<file path="src/rtl/eth_frame_gen.sv">
// eth_frame_gen: programmable Ethernet frame source. Emits one header beat on
// the m_eth_hdr_* channel followed by a patterned payload on the AXI-stream
// channel. It repeats for a configured number of frames, or until stop, with
// an optional idle gap between frames.
//
// Handshake semantics (both channels): a transfer happens on a rising clk edge
// where valid and ready are both 1. Once valid is raised it stays high and
// every payload/header field stays constant until that transfer. Valid never
// depends combinationally on ready.
module eth_frame_gen #(
  parameter int DATA_WIDTH = 8,
  parameter int KEEP_WIDTH = DATA_WIDTH / 8,
  parameter int LEN_WIDTH  = 16,
  parameter int CNT_WIDTH  = 16,
  parameter int GAP_WIDTH  = 16
) (
  input  logic                  clk,
  input  logic                  rst_n,
  input  logic                  start,
  input  logic                  stop,
  input  logic [47:0]           cfg_dest_mac,
  input  logic [47:0]           cfg_src_mac,
  input  logic [15:0]           cfg_eth_type,
  input  logic [LEN_WIDTH-1:0]  cfg_payload_len,
  input  logic [CNT_WIDTH-1:0]  cfg_frame_count,
  input  logic [1:0]            cfg_mode,
  input  logic [7:0]            cfg_seed,
  input  logic [7:0]            cfg_step,
  input  logic [GAP_WIDTH-1:0]  cfg_gap,
  output logic                  m_eth_hdr_valid,
  input  logic                  m_eth_hdr_ready,
  output logic [47:0]           m_eth_dest_mac,
  output logic [47:0]           m_eth_src_mac,
  output logic [15:0]           m_eth_type,
  output logic [DATA_WIDTH-1:0] m_eth_payload_axis_tdata,
  output logic [KEEP_WIDTH-1:0] m_eth_payload_axis_tkeep,
  output logic                  m_eth_payload_axis_tvalid,
  output logic                  m_eth_payload_axis_tlast,
  output logic                  m_eth_payload_axis_tuser,
  input  logic                  m_eth_payload_axis_tready,
  output logic                  busy,
  output logic                  done,
  output logic [CNT_WIDTH-1:0]  frames_sent,
  output logic [1:0]            fsm_state
);

  localparam logic [1:0] S_IDLE    = 2'd0;
  localparam logic [1:0] S_HDR     = 2'd1;
  localparam logic [1:0] S_PAYLOAD = 2'd2;
  localparam logic [1:0] S_GAP     = 2'd3;

  localparam logic [1:0] M_INC   = 2'd0;
  localparam logic [1:0] M_DEC   = 2'd1;
  localparam logic [1:0] M_CONST = 2'd2;

  localparam logic [LEN_WIDTH:0] KW = (LEN_WIDTH + 1)'(KEEP_WIDTH);

  logic [1:0]            state;
  logic [1:0]            mode_q;
  logic [7:0]            seed_q;
  logic [7:0]            step_q;
  logic [7:0]            base_q;      // pattern value of lane 0 in the current beat
  logic [CNT_WIDTH-1:0]  count_q;
  logic [GAP_WIDTH-1:0]  gap_q;
  logic [GAP_WIDTH-1:0]  gap_cnt;
  logic [LEN_WIDTH-1:0]  beat_idx;
  logic [LEN_WIDTH-1:0]  last_beat_q;
  logic [KEEP_WIDTH-1:0] keep_last_q;
  logic                  stop_seen;

  // PRBS x^8+x^6+x^5+x^4+1, Fibonacci form, shifting towards the MSB.
  function automatic logic [7:0] lfsr_next(input logic [7:0] v);
    return {v[6:0], v[7] ^ v[5] ^ v[4] ^ v[3]};
  endfunction

  // An all-zero PRBS seed would lock the LFSR, so it is replaced by 8'hFF.
  function automatic logic [7:0] first_byte(input logic [1:0] mode, input logic [7:0] seed);
    return (mode == 2'd3 && seed == 8'h00) ? 8'hFF : seed;
  endfunction

  logic [LEN_WIDTH:0]    len_eff;
  logic [LEN_WIDTH:0]    rem;
  logic [LEN_WIDTH-1:0]  beats_m1;
  logic [KEEP_WIDTH-1:0] keep_tail;

  // Frame geometry from the live config, captured only when a run starts.
  always_comb begin
    len_eff  = (cfg_payload_len == '0) ? (LEN_WIDTH + 1)'(1) : {1'b0, cfg_payload_len};
    beats_m1 = LEN_WIDTH'((len_eff + KW - 1'b1) / KW - 1'b1);
    rem      = len_eff % KW;
    for (int i = 0; i < KEEP_WIDTH; i++) begin
      keep_tail[i] = (rem == '0) || ((LEN_WIDTH + 1)'(i) < rem);
    end
  end

  logic [DATA_WIDTH-1:0] beat_data;
  logic [7:0]            next_base;
  logic [7:0]            lane_v;

  // Expand the lane-0 value across all byte lanes; the value after the last lane seeds the next beat.
  always_comb begin
    lane_v    = base_q;
    beat_data = '0;
    for (int i = 0; i < KEEP_WIDTH; i++) begin
      beat_data[i*8 +: 8] = lane_v;
      case (mode_q)
        M_INC:   lane_v = lane_v + step_q;
        M_DEC:   lane_v = lane_v - step_q;
        M_CONST: lane_v = base_q;
        default: lane_v = lfsr_next(lane_v);
      endcase
    end
    next_base = lane_v;
  end

  logic                 hdr_fire;
  logic                 beat_fire;
  logic                 last_fire;
  logic [CNT_WIDTH-1:0] frames_next;
  logic                 end_after_payload;
  logic                 end_after_gap;

  // Transfer strobes and run-termination decisions.
  always_comb begin
    hdr_fire          = (state == S_HDR) && m_eth_hdr_ready;
    beat_fire         = (state == S_PAYLOAD) && m_eth_payload_axis_tready;
    last_fire         = beat_fire && (beat_idx == last_beat_q);
    frames_next       = (&frames_sent) ? frames_sent : frames_sent + 1'b1;
    end_after_payload = stop_seen || stop || (count_q != '0 && frames_next == count_q);
    end_after_gap     = stop_seen || stop || (count_q != '0 && frames_sent == count_q);
  end

  // Outputs derived from registered state so an async reset clears them at once.
  always_comb begin
    fsm_state                 = state;
    busy                      = (state != S_IDLE);
    m_eth_hdr_valid           = (state == S_HDR);
    m_eth_payload_axis_tvalid = (state == S_PAYLOAD);
    m_eth_payload_axis_tlast  = (state == S_PAYLOAD) && (beat_idx == last_beat_q);
    m_eth_payload_axis_tuser  = 1'b0;
    m_eth_payload_axis_tdata  = (state == S_PAYLOAD) ? beat_data : '0;
    m_eth_payload_axis_tkeep  = '0;
    if (state == S_PAYLOAD) begin
      m_eth_payload_axis_tkeep = m_eth_payload_axis_tlast ? keep_last_q : '1;
    end
  end

  // Frame sequencer: IDLE -> HDR -> PAYLOAD -> GAP -> (HDR | IDLE).
  always_ff @(posedge clk or negedge rst_n) begin
    if (!rst_n) begin
      state          <= S_IDLE;
      mode_q         <= '0;
      seed_q         <= '0;
      step_q         <= '0;
      base_q         <= '0;
      count_q        <= '0;
      gap_q          <= '0;
      gap_cnt        <= '0;
      beat_idx       <= '0;
      last_beat_q    <= '0;
      keep_last_q    <= '0;
      stop_seen      <= 1'b0;
      m_eth_dest_mac <= '0;
      m_eth_src_mac  <= '0;
      m_eth_type     <= '0;
      frames_sent    <= '0;
      done           <= 1'b0;
    end else begin
      done <= 1'b0;
      if (state != S_IDLE && stop) begin
        stop_seen <= 1'b1;
      end
      case (state)
        S_IDLE: begin
          if (start && !stop) begin
            mode_q         <= cfg_mode;
            seed_q         <= cfg_seed;
            step_q         <= cfg_step;
            base_q         <= first_byte(cfg_mode, cfg_seed);
            count_q        <= cfg_frame_count;
            gap_q          <= cfg_gap;
            last_beat_q    <= beats_m1;
            keep_last_q    <= keep_tail;
            beat_idx       <= '0;
            stop_seen      <= 1'b0;
            m_eth_dest_mac <= cfg_dest_mac;
            m_eth_src_mac  <= cfg_src_mac;
            m_eth_type     <= cfg_eth_type;
            frames_sent    <= '0;
            state          <= S_HDR;
          end
        end
        S_HDR: begin
          if (hdr_fire) begin
            state <= S_PAYLOAD;
          end
        end
        S_PAYLOAD: begin
          if (beat_fire) begin
            beat_idx <= beat_idx + 1'b1;
            base_q   <= next_base;
          end
          if (last_fire) begin
            frames_sent <= frames_next;
            beat_idx    <= '0;
            base_q      <= first_byte(mode_q, seed_q);
            if (gap_q != '0) begin
              gap_cnt <= gap_q;
              state   <= S_GAP;
            end else if (end_after_payload) begin
              done  <= 1'b1;
              state <= S_IDLE;
            end else begin
              state <= S_HDR;
            end
          end
        end
        default: begin
          if (gap_cnt <= GAP_WIDTH'(1)) begin
            gap_cnt <= '0;
            if (end_after_gap) begin
              done  <= 1'b1;
              state <= S_IDLE;
            end else begin
              state <= S_HDR;
            end
          end else begin
            gap_cnt <= gap_cnt - 1'b1;
          end
        end
      endcase
    end
  end

endmodule
</file>
<file path="config.mk">
export PLATFORM = sky130hd
export DESIGN_NAME = eth_frame_gen
export DESIGN_NICKNAME = d
export VERILOG_FILES = /design/src/rtl/eth_frame_gen.sv
export SDC_FILE = /design/constraint.sdc
export NUM_CORES = 1
export LEC_CHECK = 0
export CAP_MARGIN = 20
export CORE_ASPECT_RATIO = 1.2
export CORE_MARGIN = 2
export CORE_UTILIZATION = 44
export CTS_BUF_LIST = sky130_fd_sc_hd__clkbuf_16
export DETAILED_ROUTE_END_ITERATION = 12
export PLACE_DENSITY_LB_ADDON = 0.1
export SLEW_MARGIN = 40
export SYNTH_ARGS = -nofsm -noshare
export SYNTH_HDL_FRONTEND = slang
export SYNTH_SLANG_ARGS = --single-unit
</file>
<file path="constraint.sdc">
create_clock -name clk -period 2.75 [get_ports clk]
set_input_delay 0.6875 -clock clk [delete_from_list [all_inputs] [get_ports clk]]
set_output_delay 0.6875 -clock clk [all_outputs]
set_load 0.005 [all_outputs]
</file>
==> results.md, run 1 <==
Run status:
- The run finished with clean final reports.

CTS:
- Clock tree synthesis found a total of 239 sinks.
- Counting the buffers created by CTS gives 27.
- TritonCTS built the clock tree.
- At the later pin of the worst-skew pair, clock insertion delay measures 0.54 ns.
- CTS built an H-tree with a depth of 1.
- After clock tree synthesis, the clock-pin slew on the worst setup and hold paths is 0.06 ns.
- The tree is rooted in a sky130_fd_sc_hd__clkbuf_16.
- The largest buffer count on any clock path is 3.

Hold path:
- The tightest min-delay check is of the input port to asynchronous set/reset pin type.

Global routing:
- Global routing consumed, on the met2 layer, between 40% and 50% of the routing resources.
- The layer flagged by global routing as most heavily used is met2.
- For this run, the total global-route usage over all layers was measured as 23.3%.
- The total overflow reported by the global router is 0.
- The number of antenna violations at the first check in global routing is 0.
- The first global-routing pass estimated approximately 53 mm of wire.
- In the global route stage, met1 resource usage came out at 27.8%.
- The pin count of the biggest net entering global routing is 66.
- The met3 global-route usage is 6.44%.
- The number of global-route vias before repair came to 10,100.

Drt:
- The detailed-routing iteration count for the pre-antenna-repair pass is 4.
- For this run, design rule violations remaining after detail routing come to 0.
- After detailed routing, the number of vias per cell comes to 5.28.
- The number of DRC markers in iteration 0 is 327.
- The total via count in the routed design is 9,566.
- The routed length per placed instance is 18.4 um.
- The wire length after detailed routing is 33.3 mm.
- The detail route stage leaves a number of antenna-violating nets equal to 0.

Pwr:
- The power density of the placed cells is 1090 nW/um^2.
- Across the VDD grid, the largest voltage drop is 0.000736 V.
- The total leakage power is 7.24 nW.

STA:
- The worst path uses between 90% and 100% of the clock period.
- The final worst clock skew is between 0.01 and 0.015 ns.
- Derived from the worst setup path, the maximum achievable clock frequency is 0.366 GHz.
- The worst-case hold slack is ~0.082 ns.
- The transition time at the pin with the least slew margin is between 0.6 and 0.7 ns.
- The setup violation total in the final timing report is 0.
- The count of endpoints failing hold in the final timing report is 0.
- Setup repair after global routing could not meet its margin everywhere.
- The number of max-slew violations in the final report is 0.
- Headroom to the max-slew limit came out at a little over half.
- The shortest clock period the worst path allows after layout is 2.73 ns.

Yosys:
- Summing the sequential cell areas from Yosys gives 50.6% of the chip area.
- The most common flop cell mapped by yosys is sky130_fd_sc_hd__dfrtp_1.
- In the synthesized netlist, the cells that appear most often are sky130_fd_sc_hd__dfrtp_1 (239), sky130_fd_sc_hd__mux2_2 (169), sky130_fd_sc_hd__nor2_1 (68).
- The number of enable flip-flop cells after synthesis is 0.
- Counting every net in the synthesized netlist gives between 1,000 and 1,500.
- In this run the cell area of the synthesized design comes to 11,800 um^2.
- The proportion of register bits with asynchronous set or reset after synthesis is 100%.
- The total number of yosys warnings is 0.
- The leading area contributor after synthesis is sky130_fd_sc_hd__dfrtp_1.
- The number of synthesized register bits is 239.
- The number of cells produced by synthesis is 1,054.
- The count of distinct cell types in the synthesized netlist is 69.
- Of the post-synthesis cell area, the dominant cell type holds 50.6%.
- A synthesized cell averages 11.2 um^2.
- By area the synthesized netlist is led by sky130_fd_sc_hd__dfrtp_1 (51%), sky130_fd_sc_hd__mux2_2 (16%), sky130_fd_sc_hd__xnor2_1 (3.7%), sky130_fd_sc_hd__xor2_1 (2.7%), sky130_fd_sc_hd__o21ai_0 (2.7%).
- The most frequently used cell type in the post-synthesis netlist is sky130_fd_sc_hd__dfrtp_1.

Floorplanning:
- Once the floorplan was initialized, standard cells occupied 44.9% of the core.
- Measured along the x axis, the die boundary spans approximately 150 um.
- The placeable core region is ~26,000 um^2.
- 329 I/O pins were placed.
- The area of the die is 28,200 um^2.
- Row generation in the floorplan step produced 65 rows.
- The die outline height is 184 um.

Placed design:
- The number of placed cells counting well taps is 1,749.
- Detailed placement finished with a half-perimeter wire length of 24.2 mm.
- The count of buffers added on input and output ports is approximately 330.
- The congestion estimate from routability-driven global placement came to 0.899.

Worst setup path:
- The setup check on the worst reg-to-reg path leaves a slack of 0.11 ns.
- By startpoint and endpoint, the worst setup path is classified as flop to primary output.
- STA puts the critical path data required time at 2.06 ns.
- Along the worst path, the maximum fanout reaches 4.
- The critical path launch point type is a flop.
- The worst setup path is captured at a primary output.
- Data arrives at the worst endpoint at just over 2 ns.
- Measured in cells, the most critical reg-to-reg path has a length of 12.

Flow run:
- Across the run, the number of max-cap violations was 0.

Cells and area:
- For this run, the post-layout net count is 1,659.
- 0 antenna diodes ended up in the layout.
- The ratio of cells with drive above 1 in the final layout is roughly a quarter.
- Excluding fillers, the count of instances in the completed layout stands at 1,813.
- From synthesis to final layout, the design area changed by 44.9%.
- Counting the fill cells in the layout gives approximately 2,200.
## area by class of cell
class	count	area, um^2	share of cell area, %
Clock inverter	23	151	0.884
Clock buffer	27	676	3.94
Multi-Input combinational cell	735	5630	32.8
Timing Repair Buffer	424	4160	24.3
Tap cell	335	419	2.45
Sequential cell	239	5990	34.9
Inverter	30	114	0.665
## sequential cells by signal, indices dropped and copies added, names as in the netlist
| signal | count |
|---|---|
| fsm_state | 2 |
| gap_cnt | 16 |
| done | 1 |
| base_q | 8 |
| last_beat_q | 16 |
| keep_last_q | 1 |
| beat_idx | 16 |
| m_eth_src_mac | 48 |
| step_q | 8 |
| gap_q | 16 |
| m_eth_dest_mac | 48 |
| seed_q | 8 |
| frames_sent | 16 |
| mode_q | 2 |
| count_q | 16 |
| m_eth_type | 16 |
| stop_seen | 1 |
## per-stage QoR
step                      setup TNS [ns]  area, um^2  total power (W)  utilization (%)  setup slack, ns
final                                  0       17100           0.0186             65.0           0.0204
after global routing              -0.223       17100           0.0199             65.0          -0.0878
after CTS                        -0.0961       17000           0.0186             64.5          -0.0961
after detailed placement           -3.45       16000           0.0148             60.9           -0.462
after global placement             -2.52       16000           0.0147             60.9           -0.357
after floorplan                        0       11800           0.0108                -          0.00260
## routing by layer
| metal | vias to the layer above | part of all wire, % |
|---|---|---|
| met5 | - | 0 |
| met3 | 52 | 7.7 |
| li1 | 4563 | - |
| met2 | 324 | 52 |
| met4 | 0 | 2.3 |
| met1 | 4627 | 38 |
## logic make-up (layout without fill, tap and decap cells)
family / Yosys count / in the layout / synth area share [%]
adder cells (fa/ha/maj): 18 / 18 / 1.97
buffers and inverters: 80 / 504 / 2.71
other: 1 / 1 / 0.0317
AO/OA/AOI/OAI: 167 / 167 / 8.82
flip-flops: 239 / 239 / 50.6
AND/OR/NAND/NOR: 286 / 286 / 12.8
multiplexers: 176 / 176 / 16.7
XOR/XNOR: 87 / 87 / 6.44
## worst paths after layout
path / start / to
min reg2reg: keep_last_q / keep_last_q
max: beat_idx[9] / m_eth_payload_axis_tkeep
min in group clk: keep_last_q / keep_last_q
max reg2reg: step_q[0] / base_q[7]
max in group asynchronous: rst_n / m_eth_dest_mac[26]
min: rst_n / gap_q[4]
## power by group
group | internal (W) | switching [W]
clock | 0.00196 | 0.00145
combinational | 0.00516 | 0.00374
sequential | 0.00510 | 0.00123
## critical path, stage by stage, from the launching register on
cell                      delay, ns
sky130_fd_sc_hd__dfrtp_2       0.45
sky130_fd_sc_hd__xnor2_2       0.16
sky130_fd_sc_hd__nand4_1       0.14
sky130_fd_sc_hd__nor4_4        0.35
sky130_fd_sc_hd__and2_4        0.23
sky130_fd_sc_hd__a21oi_2       0.06
sky130_fd_sc_hd__buf_2         0.12
## placed cells by master (no fill, tap or decap), types with 17 or more instances in the layout
cell type                         count
sky130_fd_sc_hd__a21oi_1             39
sky130_fd_sc_hd__nor3_1              26
sky130_fd_sc_hd__nand3_1             22
sky130_fd_sc_hd__clkbuf_16           27
sky130_fd_sc_hd__xor2_1              37
sky130_fd_sc_hd__nand2_1             64
sky130_fd_sc_hd__clkdlybuf4s50_1    319
sky130_fd_sc_hd__buf_4               85
sky130_fd_sc_hd__nor4_1              17
sky130_fd_sc_hd__mux2_2             169
sky130_fd_sc_hd__o21ai_0             63
sky130_fd_sc_hd__xnor2_1             48
sky130_fd_sc_hd__dfrtp_1            234
sky130_fd_sc_hd__nor2_1              66
sky130_fd_sc_hd__inv_1               32
## what timing repair did
item / CTS / global route
endpoints found under the setup margin: 14 / 19
pin swaps: 5 / 13
resized for setup: 26 / 21
setup buffers: 3 / 9
hold buffers: 0 / 0
cloned: 2 / 0
Power figures use the tool's default switching activity.
==> run 2: changes to the inputs <==
--- a/config.mk
+++ b/config.mk
@@ -8,3 +8,3 @@
 export CAP_MARGIN = 20
-export CORE_ASPECT_RATIO = 1.2
+export CORE_ASPECT_RATIO = 0.6
 export CORE_MARGIN = 2
==> constraint.sdc (replaced) <==
create_clock -name clk -period 2.75 [get_ports clk]
set_input_delay 0.825 -clock clk [delete_from_list [all_inputs] [get_ports clk]]
set_output_delay 0.825 -clock clk [all_outputs]
set_load 0.005 [all_outputs]
==> results.md, run 2 (synthesis results as in run 1) <==
Run status:
- The run finished, with violations left.
- The checks that failed: negative setup slack.

Cells and area:
- Cells with a size suffix above 1 make up ~25% of the layout.
- Leaving out fill and tap cells, the most frequent cell in the layout is sky130_fd_sc_hd__clkdlybuf4s50_1.
- The area of the multi-input gates is 5710 um^2.
- Registers take 5980 um^2.
- After routing the design area is 17,300 um^2.
- Fill cells in the final layout number 2,148.
- The number of nets in the layout is 1,671.
- The largest registers in the layout are m_eth_dest_mac x48, m_eth_src_mac x48.
- Leaving out fill and tap cells, the most frequent cells in the layout are sky130_fd_sc_hd__clkdlybuf4s50_1 (313), sky130_fd_sc_hd__dfrtp_1 (237), sky130_fd_sc_hd__mux2_2 (169), sky130_fd_sc_hd__buf_4 (104), sky130_fd_sc_hd__nor2_1 (64).
- The layout-stage area growth over the synthesis result is 46.0%.

STA:
- The transition time at the pin with the least slew margin is 0.647 ns.
- The worst path in the final design needs a cycle of 2.85 ns, including I/O delays and setup.
- Setup violations remaining at the end of the flow were counted as 2.
- Once routing completed, OpenROAD measured the worst setup slack at -0.102 ns.
- For the final database, setup skew stands at 0.0108 ns.
- The final-layout setup total negative slack is -0.145 ns.
- The number of max-slew violations in the final report was 0.
- Setup repair after global routing could not meet its margin everywhere.
- The count of endpoints failing hold in the final timing report is 0.
- In the finished design, the share of the clock period the worst path needs comes to 104%.
- The tightest slew margin relative to the limit is a little under three fifths.
- For this run, the top clock speed supported by timing is 0.351 GHz.

CTS:
- Clock-pin slew was measured on the worst setup and hold paths at roughly 0.070 ns.
- The clock net in this run drives a total of 239 sinks.
- The clock passes through at most 3 buffers.
- The root buffer cell chosen for the clock tree is sky130_fd_sc_hd__clkbuf_16.
- The hold buffer count at CTS is 0.
- The number of H-tree levels is 1.
- Clock tree synthesis inserted a total of 24 buffers.
- TritonCTS built the clock tree.
- For the worst-skew pair, the clock arrives at the later sink with an insertion delay of around 0.53 ns.

Global routing:
- The first global-routing pass estimated 51.5 mm of wire.
- The global routing usage summed across all routing layers is 22.9%.
- Entering global routing, the biggest net connects 102 pins.
- The number of global-route vias before repair is 9,355.
- After global routing the overflow that remains totals 0.
- The number of antenna violations at the first check in global routing is 3.

Pwr:
- The share of power burned in combinational logic is between 40% and 50%.
- The switching power summed over all nets is 0.00659 W.
- The design draws 0.0189 W.
- The share of total power dissipated in sequential elements is 33.4%.
- The total leakage power is 7.35 nW.
- In this run, the clock network consumes 18.2% of the power.
- The maximum resistive drop on vdd is 0.000642 V.
- Internal power comes to about 0.012 W.
- Net switching is 34.9% of the power.
- For this design the ratio of total power to cell area is about 1100 nW/um^2.

Flow run:
- The tool flagged a number of max-cap violations equal to 0.

Floorplanning:
- The die covers 28,200 um^2.
- Once the floorplan was initialized, standard cells occupied 44.8% of the core.
- The cell row count is 46.
- The core region is 26,400 um^2.
- Measured along the y axis, the die boundary spans 131 um.
- For this design the top-level I/O count stands at 329.
- The die is 216 um wide.

Drt:
- The via-per-instance ratio is 5.21.
- The first detailed-routing pass ran for 5 iterations.
- The number of DRC markers in iteration 0 is 659.
- Across all layers, the routed design uses a little under 10,000 vias.
- In the routed design, unresolved DRC markers number 0.
- The routed length per placed instance is 18.0 um.
- The wire length after detailed routing is 33.2 mm.
- The count of nets left with antenna violations after detail routing is 0.

Worst setup path:
- The critical path launch point type is a flop.
- The largest fanout of any net on the critical path is 3.
- The worst setup path is of the flop to primary output kind.
- The critical path arrival is 2.03 ns.
- STA puts the critical path data required time at between 1.5 and 2 ns.
- Measured in cells, the most critical reg-to-reg path has a length of 13.
- The sort of element at the end of the critical path is a primary output.

Placed design:
- Input and output buffers added on the ports amount to 327.
- The placed cell area is roughly 16,000 um^2.
- The HPWL after detailed placement is 24.4 mm.
- At the end of routability-driven placement, the weighted congestion stood at 0.872.

Hold path:
- The worst hold path belongs to the class input port to asynchronous set/reset pin.
[run 2: cell count changes in the layout (fill, tap and decap cells not counted), moves of 4 or more]
cell,previous run,this run
sky130_fd_sc_hd__clkinv_2,4,9
sky130_fd_sc_hd__clkdlybuf4s50_1,319,313
sky130_fd_sc_hd__buf_4,85,104
sky130_fd_sc_hd__clkinv_1,11,3
sky130_fd_sc_hd__dlymetal6s2s_1,0,4
[run 2: worst paths after layout]
path                                            endpoint  slack (ns)         start
worst max register to register                 base_q[6]        0.04     step_q[1]
worst max-delay path            m_eth_payload_axis_tkeep       -0.10  beat_idx[10]
min in group clk                             keep_last_q        0.44   keep_last_q
worst min register to register               keep_last_q        0.44   keep_last_q
max in group asynchronous                     gap_cnt[6]        1.73         rst_n
worst min-delay path                  m_eth_dest_mac[45]        0.27         rst_n
[run 2: critical path, cell delays in order, from the launching register on]
cell	delay [ns]
sky130_fd_sc_hd__dfrtp_1	0.43
sky130_fd_sc_hd__xnor2_1	0.16
sky130_fd_sc_hd__nand4_1	0.18
sky130_fd_sc_hd__nor4_4	0.34
sky130_fd_sc_hd__and2_1	0.18
sky130_fd_sc_hd__a21oi_1	0.06
sky130_fd_sc_hd__buf_2	0.14
[run 2: what timing repair did]
item | 4_1_cts | 5_1_grt
setup buffers | 5 | 4
pin swaps | 5 | 13
resized for setup | 30 | 29
setup endpoints to repair | 14 | 17
[run 2: final cells by class]
type / instances / share of cell area [%]
multi-input cells: 735 / 33.1
well taps: 360 / 2.61
clock buffers: 25 / 3.62
flip-flops and latches: 239 / 34.7
clock inverters: 19 / 1.11
repair buffers: 439 / 24.2
inverters: 30 / 0.652
diodes: 3 / 0.0435
[run 2: power groups by stage]
stage                     sequential, W  combinational [W]  clock (W)
final                           0.00632            0.00914    0.00344
after global placement          0.00625            0.00850          0
after global routing            0.00651            0.00995    0.00370
after detailed placement        0.00633            0.00864          0
after CTS                       0.00630            0.00883    0.00355
after floorplan                 0.00614            0.00461          0
[run 2: stage by stage]
stage	utilization (%)	hold WS [ns]	std cells	setup WS (ns)
floorplan	-	0.415	1054	0.00260
global placement	61.3	0.425	1794	-0.516
detailed placement	61.3	0.432	1794	-0.528
CTS	64.7	0.266	1843	-0.149
global route	65.3	0.295	1849	-0.202
finish	65.3	0.267	1850	-0.102
[run 2: metal layers]
layer	vias to the layer above	wire [um]	GRT usage (%)
met5	-	0	0
met4	0	733	6.09
met3	50	2620	6.20
met2	313	14400	33.0
met1	4670	15500	34.0
li1	4599	-	-
